`config.mk`:
```
export PLATFORM = sky130hd
export DESIGN_NAME = mem_access_ctrl
export DESIGN_NICKNAME = d
export VERILOG_FILES = /design/src/rtl/mem_ctrl_pkg.sv /design/src/rtl/load_extend.sv /design/src/rtl/mem_access_ctrl.sv
export SDC_FILE = /design/constraint.sdc
export NUM_CORES = 1
export LEC_CHECK = 0
export CAP_MARGIN = 20
export CORE_UTILIZATION = 40
export CTS_CLUSTER_DIAMETER = 50
export DETAILED_ROUTE_END_ITERATION = 8
export DONT_BUFFER_PORTS = 1
export PLACE_DENSITY_LB_ADDON = 0.3
export RECOVER_POWER = 100
export SYNTH_ARGS = -nofsm -noshare
export SYNTH_HDL_FRONTEND = slang
export SYNTH_SLANG_ARGS = --single-unit
```
`constraint.sdc`:
```
create_clock -name clk -period 5 [get_ports clk]
set_input_delay 1 -clock clk [delete_from_list [all_inputs] [get_ports clk]]
set_output_delay 1 -clock clk [all_outputs]
set_load 0.01 [all_outputs]
```
`src/rtl/mem_ctrl_pkg.sv`:
```
// mem_ctrl_pkg: shared types and helpers for the memory-stage access controller.
//   accessSize_t  : load/store size encoding as presented by the MEM stage
//   ctrlState_t   : controller FSM state encoding
//   timeoutCntWidth(): width of the per-beat timeout counter, $clog2(timeout + 1)
//   laneMask()    : unshifted byte-enable mask for a size
//   accessBytes() : number of bytes touched by a size
// Optional feature macro used by the importing RTL: MISALIGN_SPLIT_EN.
package mem_ctrl_pkg;

    typedef enum logic [1:0] {
        SizeByte    = 2'b00,
        SizeHalf    = 2'b01,
        SizeWord    = 2'b10,
        SizeIllegal = 2'b11   // decoded exactly like SizeWord
    } accessSize_t;

    typedef enum logic [2:0] {
        StIdle,
        StBeatLo,
        StBeatHi,
        StDone,
        StErr
    } ctrlState_t;

    localparam int unsigned TimeoutCyclesDefault = 255;

    function automatic int unsigned timeoutCntWidth(input int unsigned timeoutCycles);
        return $clog2(timeoutCycles + 1);
    endfunction

    function automatic logic [3:0] laneMask(input accessSize_t size);
        case (size)
            SizeByte: return 4'b0001;
            SizeHalf: return 4'b0011;
            default:  return 4'b1111;
        endcase
    endfunction

    function automatic logic [2:0] accessBytes(input accessSize_t size);
        case (size)
            SizeByte: return 3'd1;
            SizeHalf: return 3'd2;
            default:  return 3'd4;
        endcase
    endfunction

endpackage

```
`src/rtl/load_extend.sv`:
```
// load_extend: combinational sign/zero extension of a lane-aligned load value.
//   dataIn   : load data already shifted so the addressed byte sits in bits [7:0]
//   size     : access size (byte, half, word; illegal treated as word)
//   isSigned : 1 replicates the top bit of the loaded quantity, 0 zero-fills
//   dataOut  : 32-bit writeback value
module load_extend
    import mem_ctrl_pkg::*;
(
    input  logic [31:0] dataIn,
    input  accessSize_t size,
    input  logic        isSigned,
    output logic [31:0] dataOut
);

    always_comb begin
        dataOut = dataIn;
        case (size)
            SizeByte: dataOut = {{24{isSigned & dataIn[7]}}, dataIn[7:0]};
            SizeHalf: dataOut = {{16{isSigned & dataIn[15]}}, dataIn[15:0]};
            default:  dataOut = dataIn;
        endcase
    end

endmodule

```
`src/rtl/mem_access_ctrl.sv`:
```
// mem_access_ctrl: sequences MEM-stage loads/stores onto a single-port data-memory handshake,
// stalls the pipeline while an access is outstanding and produces the extended load result.
//   Parameter TIMEOUT_CYCLES : wait cycles tolerated per beat before a bus error
//   Pipeline side : req_valid/req_write/req_size/req_signed/req_addr/req_wdata/req_rd in,
//                   stall, wb_valid/wb_data/wb_rd, misalign_err, bus_err out
//   Memory side   : mem_req/mem_we/mem_addr/mem_wdata/mem_be out, mem_ready/mem_rdata in
// Optional feature: define MISALIGN_SPLIT_EN to run word-crossing accesses as two beats
// instead of raising misalign_err.
module mem_access_ctrl
    import mem_ctrl_pkg::*;
#(
    parameter int unsigned TIMEOUT_CYCLES = TimeoutCyclesDefault
) (
    input  logic        clk,
    input  logic        rst_n,
    input  logic        req_valid,
    input  logic        req_write,
    input  logic [1:0]  req_size,
    input  logic        req_signed,
    input  logic [31:0] req_addr,
    input  logic [31:0] req_wdata,
    input  logic [4:0]  req_rd,
    output logic        stall,
    output logic        wb_valid,
    output logic [31:0] wb_data,
    output logic [4:0]  wb_rd,
    output logic        misalign_err,
    output logic        bus_err,
    output logic        mem_req,
    output logic        mem_we,
    output logic [31:0] mem_addr,
    output logic [31:0] mem_wdata,
    output logic [3:0]  mem_be,
    input  logic        mem_ready,
    input  logic [31:0] mem_rdata
);

    localparam int unsigned     CntW   = timeoutCntWidth(TIMEOUT_CYCLES);
    localparam logic [CntW-1:0] CntMax = CntW'(TIMEOUT_CYCLES);

    ctrlState_t      stateQ;
    logic [CntW-1:0] cntQ;
    logic [1:0]      offQ;
    accessSize_t     sizeQ;
    logic            signedQ;
    logic            weQ;
    logic [4:0]      rdQ;

    logic            memReqQ;
    logic            memWeQ;
    logic [31:0]     memAddrQ;
    logic [31:0]     memWdataQ;
    logic [3:0]      memBeQ;
    logic            wbValidQ;
    logic [31:0]     wbDataQ;
    logic [4:0]      wbRdQ;
    logic            misalignErrQ;
    logic            busErrQ;

    accessSize_t     reqSize;
    logic [1:0]      reqOff;
    logic            reqMisaligned;
    logic [3:0]      beLoIn;
    logic [31:0]     wdLoIn;
    logic [31:0]     shiftedData;
    logic [31:0]     extendedData;

    assign reqSize = accessSize_t'(req_size);
    assign reqOff  = req_addr[1:0];

`ifdef MISALIGN_SPLIT_EN
    logic            splitQ;
    logic [3:0]      beHiQ;
    logic [31:0]     wdHiQ;
    logic [31:0]     loDataQ;
    logic            reqSplit;
    logic [7:0]      beWide;
    logic [63:0]     wdWide;

    // Shift into a two-word window; the upper half feeds the second beat.
    always_comb begin
        beWide = {4'b0000, laneMask(reqSize)} << reqOff;
        wdWide = {32'h0, req_wdata} << {reqOff, 3'b000};
    end

    assign beLoIn        = beWide[3:0];
    assign wdLoIn        = wdWide[31:0];
    assign reqSplit      = ({1'b0, reqOff} + accessBytes(reqSize)) > 3'd4;
    assign reqMisaligned = 1'b0;

    always_comb begin
        shiftedData = mem_rdata >> {offQ, 3'b000};
        if (stateQ == StBeatHi) begin
            shiftedData = 32'({mem_rdata, loDataQ} >> {offQ, 3'b000});
        end
    end
`else
    // Natural alignment guarantees the shifted mask/data never leave the word.
    assign beLoIn = laneMask(reqSize) << reqOff;
    assign wdLoIn = req_wdata << {reqOff, 3'b000};

    always_comb begin
        case (reqSize)
            SizeByte: reqMisaligned = 1'b0;
            SizeHalf: reqMisaligned = req_addr[0];
            default:  reqMisaligned = (reqOff != 2'b00);
        endcase
    end

    assign shiftedData = mem_rdata >> {offQ, 3'b000};
`endif

    load_extend uLoadExtend (
        .dataIn   (shiftedData),
        .size     (sizeQ),
        .isSigned (signedQ),
        .dataOut  (extendedData)
    );

    always_ff @(posedge clk or negedge rst_n) begin
        if (!rst_n) begin
            stateQ       <= StIdle;
            cntQ         <= '0;
            offQ         <= 2'b00;
            sizeQ        <= SizeByte;
            signedQ      <= 1'b0;
            weQ          <= 1'b0;
            rdQ          <= 5'd0;
            memReqQ      <= 1'b0;
            memWeQ       <= 1'b0;
            memAddrQ     <= 32'h0;
            memWdataQ    <= 32'h0;
            memBeQ       <= 4'h0;
            wbValidQ     <= 1'b0;
            wbDataQ      <= 32'h0;
            wbRdQ        <= 5'd0;
            misalignErrQ <= 1'b0;
            busErrQ      <= 1'b0;
`ifdef MISALIGN_SPLIT_EN
            splitQ       <= 1'b0;
            beHiQ        <= 4'h0;
            wdHiQ        <= 32'h0;
            loDataQ      <= 32'h0;
`endif
        end else begin
            // Completion flags are single-cycle pulses.
            wbValidQ     <= 1'b0;
            misalignErrQ <= 1'b0;
            busErrQ      <= 1'b0;

            case (stateQ)
                StIdle: begin
                    if (req_valid) begin
                        offQ    <= reqOff;
                        sizeQ   <= reqSize;
                        signedQ <= req_signed;
                        weQ     <= req_write;
                        rdQ     <= req_rd;
                        if (reqMisaligned) begin
                            stateQ       <= StErr;
                            misalignErrQ <= 1'b1;
                        end else begin
                            stateQ    <= StBeatLo;
                            cntQ      <= '0;
                            memReqQ   <= 1'b1;
                            memWeQ    <= req_write;
                            memAddrQ  <= {req_addr[31:2], 2'b00};
                            memBeQ    <= beLoIn;
                            memWdataQ <= wdLoIn;
`ifdef MISALIGN_SPLIT_EN
                            splitQ    <= reqSplit;
                            beHiQ     <= beWide[7:4];
                            wdHiQ     <= wdWide[63:32];
`endif
                        end
                    end
                end

                StBeatLo: begin
                    if (mem_ready) begin
`ifdef MISALIGN_SPLIT_EN
                        if (splitQ) begin
                            stateQ    <= StBeatHi;
                            cntQ      <= '0;
                            loDataQ   <= mem_rdata;
                            memAddrQ  <= memAddrQ + 32'd4;
                            memBeQ    <= beHiQ;
                            memWdataQ <= wdHiQ;
                        end else begin
                            stateQ   <= StDone;
                            memReqQ  <= 1'b0;
                            wbValidQ <= ~weQ;
                            if (!weQ) begin
                                wbDataQ <= extendedData;
                                wbRdQ   <= rdQ;
                            end
                        end
`else
                        stateQ   <= StDone;
                        memReqQ  <= 1'b0;
                        wbValidQ <= ~weQ;
                        if (!weQ) begin
                            wbDataQ <= extendedData;
                            wbRdQ   <= rdQ;
                        end
`endif
                    end else if (cntQ == CntMax) begin
                        stateQ  <= StErr;
                        memReqQ <= 1'b0;
                        busErrQ <= 1'b1;
                    end else begin
                        cntQ <= cntQ + 1'b1;
                    end
                end

`ifdef MISALIGN_SPLIT_EN
                StBeatHi: begin
                    if (mem_ready) begin
                        stateQ   <= StDone;
                        memReqQ  <= 1'b0;
                        wbValidQ <= ~weQ;
                        if (!weQ) begin
                            wbDataQ <= extendedData;
                            wbRdQ   <= rdQ;
                        end
                    end else if (cntQ == CntMax) begin
                        stateQ  <= StErr;
                        memReqQ <= 1'b0;
                        busErrQ <= 1'b1;
                    end else begin
                        cntQ <= cntQ + 1'b1;
                    end
                end
`endif

                StDone:  stateQ <= StIdle;
                StErr:   stateQ <= StIdle;
                default: stateQ <= StIdle;
            endcase
        end
    end

    // The stage advances on the DONE/ERR edge, so req_valid is not looked at there.
    assign stall = rst_n & ((stateQ == StBeatLo) || (stateQ == StBeatHi) ||
                            ((stateQ == StIdle) && req_valid));

    assign wb_valid     = wbValidQ;
    assign wb_data      = wbDataQ;
    assign wb_rd        = wbRdQ;
    assign misalign_err = misalignErrQ;
    assign bus_err      = busErrQ;
    assign mem_req      = memReqQ;
    assign mem_we       = memWeQ;
    assign mem_addr     = memAddrQ;
    assign mem_wdata    = memWdataQ;
    assign mem_be       = memBeQ;

endmodule

```
==> results of run 1 <==
[layout make-up]
cell class / instances / area [µm²]
repair buffers: 3 / 18.8
flip-flops and latches: 130 / 3250
multi-input cells: 352 / 2590
clock buffers: 18 / 429
well taps: 184 / 230
clock inverters: 14 / 130
inverters: 4 / 15.0
fillers: 1374 / 7980
[sequential cells by signal (all words and copies together), names as in the netlist, 2 cells and up]
signal,cells
mem_wdata,32
wb_data,32
mem_addr,30
cntQ,8
rdQ,5
wb_rd,5
mem_be,4
stateQ,3
offQ,2
sizeQ,2
[cell families after synthesis]
logic type	after synthesis
simple gates	131
compound gates	130
flops	130
mux	87
buf+inv	42
fa+ha+maj	1
other cells	1
xor+xnor	1
[worst register-to-register path, stage by stage, from the launching register on]
cell	delay [ps]
dfrtp_1	470
nor4b_4	730
nand3_1	1330
buf_4	720
a221o_1	450
[layer usage]
| layer | vias up | share of wire, % |
|---|---|---|
| met5 | - | 0 |
| met2 | 157 | 49 |
| met4 | 0 | 0.70 |
| met1 | 2035 | 41 |
| li1 | 1875 | - |
| met3 | 11 | 10 |
[power groups by stage]
| stage | clock network [mW] | registers, mW | logic (mW) |
|---|---|---|---|
| 4_1_cts | 1.19 | 2.18 | 1.10 |
| 3_3_place_gp | 0 | 2.18 | 1.05 |
| 2_1_floorplan | 0 | 2.02 | 0.987 |
| 5_1_grt | 1.24 | 2.24 | 1.19 |
| 3_5_place_dp | 0 | 2.19 | 1.10 |
| 6_report | 1.16 | 2.17 | 1.07 |
[layout by cell type (no fill, tap or decap), types with 15 or more instances in the layout]
master     count
a211oi_1      15
a21oi_1       21
clkbuf_16     17
dfrtp_1      130
mux2_2        52
mux2i_1       32
nand2_1       48
nor2_1        25
nor2b_1       17
o21ai_0       24
o22a_1        18
[stage by stage]
stage	instance area (µm²)	instances	worst slack, ps	hold slack, ps	util (%)
after floorplan	6060	524	2310	437	-
after CTS	6710	705	1710	265	45.8
after global routing	6660	705	851	260	45.5
after global placement	6150	673	1430	457	42.0
after detailed placement	6150	673	1270	465	42.0
final	6660	705	1170	290	45.5
[path summary, 6_finish.rpt]
kind | from | endpoint | cells past startpoint
min in group clk | weQ | weQ | 2
min reg2reg | weQ | weQ | 2
max | req_valid | mem_wdata[21] | 4
max reg2reg | stateQ[1] | mem_wdata[21] | 4
max in group asynchronous | rst_n | mem_be[1] | 0
min | rst_n | wb_data[6] | 0
==> results.md, run 1 <==
- Post_cts resized: 0
- Pwr Density: 660 mW/mm²
- Avg WL per Cell: between 15 and 20 µm
- Worst Setup End Kind: register
- Setup slack, reg-to-reg: around 1200 ps
- Via/cell ratio: between 5 and 6
- Met3 usage: under 10%
- Clock sink total: 130
- Synth area leader: dfrtp_1
- # hold bufs at CTS: 0
- Critical Setup Path Class: input pin to register
- Ys flop type: dfrtp_1
- Synth warn: 0
- Core ar.: 0.0146 mm²
- Drt drc: 32
- Outcome: complete, but fails checks
- Initial Utilization: 41.4%
- M1 GR Usage: 22.3%
- Antenna Nets Post-Route: 0
- Share of the synthesized area in the top cell type: between 50% and 60%
- Die area: roughly 0.016 mm²
- Clock root buffer: clkbuf_16
- Die H: between 100 and 150 µm
- Worst Path Buf+Inv: 1
- Crit-path max FO: 41
- Final net count: about 620
- Worst Tran Pin Value: just under 2000 ps
- Io pins: 220
- Post-synthesis compound-gate area fraction: between 10% and 20%
- Vias in the first global route: approximately 4,300
- Initial DRT Pass Iterations: 7
- Worst skew pair latency: between 400 and 500 ps
- Combinational share of power: between 20% and 30%
- Final Skew: ~8 ps
- Global placement routability congestion: a little under 0.8
- Top cells by count, synth: dfrtp_1, mux2_2, nand2_1
- Hold WC Path Type: input pin to asynchronous set/reset pin
- FP Rows: 44
- Lkg Pwr: about 2.9 nW
- Fin. Hold Viols: 0
- Clock Path Buffers: 2
- FF+latch count, synth: 130
- XOR/XNOR share of the synthesized area: less than 1%
- DRT iter0 DRCs: about 280
- Clock power frac: between 20% and 30%
- Post-synth EDFFs: 0
- Global-route wire length before repair: 22,700 µm
- Clock buffer count from CTS: 17
- Fmax: about 260 MHz
- Synth-to-layout area growth: 9.95%
- CTS tree: yes
- Combinational family with the most area after synthesis: multiplexers
- CP top delay family: simple AND/OR/NAND/NOR gates
- DP HPWL: between 9000 and 10,000 µm
- Period utilisation layout: roughly three quarters
- CTS clk-pin slew, worst paths: about 60 ps
- Failing checks: design-rule violations, max-capacitance violations, max-slew violations
- Adder-Cell Fraction of Synth Area: less than 1%
- Grt peak-use layer: met2
- Crit start category: input pin
- Unique masters post-synth: 54
- Largest net degree at the start of global routing: between 100 and 150
- Seq/Total Area, Yosys: between 50 and 60%
- Slowest-stage cell, CP: nand3_1
- Slew Viols, Final: 52
- P_int: between 2 and 3 mW
- Cell area after synthesis: between 0.006 and 0.007 mm²
- Peak supply drop: about 0.00023 V
- Synth Area in Simple Gates: 11.1%
- Share of cells above drive strength 1: 17.5%
- Final setup viols: 0
- Crit path largest cell delay: about 1300 ps
- Asr flop ratio synth: 100%
- Routed vias: between 4,000 and 5,000
- Slew Limit Headroom: -30.2%
- H-tree levels: 4
- P_sw: around 1.6 mW
- Most numerous cell in the Yosys netlist: dfrtp_1
- Min Tclk post-route: approximately 3800 ps
- Worst EP required: 5290 ps
- Detailed Route WL: about 14,000 µm
- Reg power frac: around 49%
- Setup TNS Final: 0 ps
- Number of antenna diodes: 0
- Pwr Total: 4.40 mW
- Die width: ~130 µm
- Gr ovfl total: 0
- WP data arrival: between 4000 and 5000 ps
- Avg Cell Area, Syn: ~12 µm²
- Total GRT Usage: 18.4%
- Post-CTS setup buffers: 0
- Met2 Usage GRT: between 20% and 30%
- IO Port Bufs: 0
- Main area contributors after synthesis: dfrtp_1, mux2_2, mux2i_1
- Worst-path cell chain: nor4b_4 > nand3_1 > buf_4 > a221o_1
- Max_cap viols: 2
- Mux cell area share after synthesis: between 15 and 20%
- Cells after Synth: ~520
- Antenna violations before repair: 0
- Sw frac: a little over a third
- Unrepaired setup endpoints after global routing: no
(Power assumes the default switching activity.)
==> run 2: changes to the inputs <==
==> constraint.sdc (replaced) <==
create_clock -name clk -period 3.1 [get_ports clk]
set_input_delay 0.62 -clock clk [delete_from_list [all_inputs] [get_ports clk]]
set_output_delay 0.62 -clock clk [all_outputs]
set_load 0.01 [all_outputs]
==> results.md, run 2 (synthesis gave the netlist of run 1 again) <==
- Share of cells above drive strength 1: approximately 18%
- Initial Utilization: about two fifths
- Total GRT Usage: a little under a fifth
- Clock power frac: approximately a quarter
- Worst hold slack: -102 ps
- Vias in the first global route: around 4,300
- Outcome: complete, but fails checks
- Die width: 125 µm
- P_sw: roughly 2.6 mW
- Max_cap viols: 0
- Commonest non-fill, non-tap cells in the layout: dfrtp_1, mux2_2, nand2_1
- Pwr Total: just over 7 mW
- Unrepaired setup endpoints after global routing: no
- Detailed Route WL: 14,100 µm
- Combinational share of power: about a quarter
- Final Skew: about 6.5 ps
- Slew Viols, Final: 0
- Post-CTS setup buffers: 0
- Synth-to-layout area growth: 11.0%
- Worst Setup End Kind: register
- Multi-input gate area: roughly 0.0026 mm²
- Filler Cell Count: roughly 1,400
- Core ar.: 0.0146 mm²
- Via/cell ratio: about 5.8
- Number of antenna diodes: 0
- Worst skew pair latency: about 400 ps
- Pwr Density: 1060 mW/mm²
- Fin. Hold Viols: 130
- Fmax: ~380 MHz
- Storage cell area: roughly 0.0033 mm²
- Initial DRT Pass Iterations: 7
- Drt drc: 32
- Sw frac: between 30% and 40%
- Clock sink total: 130
- Min Tclk post-route: about 2600 ps
- Antenna violations before repair: 0
- Avg WL per Cell: between 15 and 20 µm
- Antenna Nets Post-Route: 0
- Final net count: 624
- Largest net degree at the start of global routing: roughly 130
- Global placement routability congestion: between 0.7 and 0.8
- IO Port Bufs: 0
- Reg power frac: 49.0%
- Failing checks: design-rule violations, negative hold slack
- Critical Setup Path Class: register to register
- Gr ovfl total: 0
- Routed vias: roughly 4,100
- CTS tree: yes
- Die H: around 130 µm
- Clock Path Buffers: 2
- P_int: roughly 4.6 mW
- FP Rows: 44
- Crit start category: register
- Slew Limit Headroom: between 10% and 20%
- Global-route wire length before repair: 23,000 µm
- Setup TNS Final: 0 ps
- H-tree levels: 4
- CTS clk-pin slew, worst paths: roughly 60 ps
- Crit-path max FO: 20
- Clock root buffer: clkbuf_16
- Lkg Pwr: between 2 and 3 nW
- Io pins: 220
- Worst Tran Pin Value: 1200 ps
- Period utilisation layout: about 85%
- Most common cell after layout, fill and taps aside: dfrtp_1
- Final setup viols: 0
- Hold WC Path Type: input pin to asynchronous set/reset pin
- Peak supply drop: about 0.00037 V
- Worst EP required: approximately 3400 ps
- DRT iter0 DRCs: ~260
- Clock buffer count from CTS: 17
- Die area: 0.0156 mm²
- DP HPWL: between 10,000 and 15,000 µm
- WP data arrival: roughly 2900 ps
-- run 2: cell count changes in the layout (fill, tap and decap cells not counted), sizes merged --
cell and change:
clkinvlp -2, clkbuf +5, buf +2, inv -3
clkinv +4
-- run 2: metal layers --
metal	global-route usage, %	vias up	wire length (µm)
li1	-	1886	-
met1	21.1	2039	5510
met2	31.4	166	6970
met3	8.13	22	1380
met4	7.32	0	221
met5	0	-	0
-- run 2: repair_timing --
| action | 4_1_cts | 5_1_grt |
|---|---|---|
| endpoints found under the hold margin | 130 | 130 |
| setup endpoints to repair | 0 | 0 |
| gates resized for setup | 0 | 0 |
-- run 2: area by class of cell --
class,count,share of cell area [%]
clock buffer,19,6.58
inverter,4,0.223
clock inverter,13,1.67
timing repair buffer,9,0.948
sequential,130,48.4
tap,184,3.42
multi-input combinational,352,38.8
-- run 2: worst paths after layout --
kind / start / endpoint / slack, ps / cells past startpoint
max: stateQ[0] / wb_data[22] / 470 / 4
min: rst_n / wb_data[5] / -100 / 0
max reg2reg: stateQ[0] / wb_data[22] / 470 / 4
min reg2reg: rdQ[2] / rdQ[2] / 480 / 2
max in group asynchronous: rst_n / cntQ[0] / 3020 / 0
min in group clk: mem_ready / bus_err / 290 / 1
-- run 2: critical path: stages, from the launching register on --
cell and delay, ps:
dfrtp_1 470, or3b_1 590, nor2_4 540, o21ai_1 570, o22a_1 340
-- run 2: power by group through the flow --
stage | combinational [mW] | clock, mW | sequential, mW
floorplan | 1.59 | 0 | 3.25
finish | 1.79 | 1.85 | 3.49
global placement | 1.76 | 0 | 3.50
detailed placement | 1.84 | 0 | 3.53
global route | 2.00 | 1.97 | 3.59
CTS | 1.83 | 1.91 | 3.51
-- run 2: metrics by stage --
step	cells	instance area [µm²]	util, %	setup WS (ps)	hold slack [ps]
floorplan	524	6060	-	1110	324
global placement	679	6200	42.4	784	327
detailed placement	679	6200	42.4	686	327
CTS	711	6760	46.2	442	-121
global route	711	6730	45.9	260	-124
finish	711	6730	45.9	470	-102
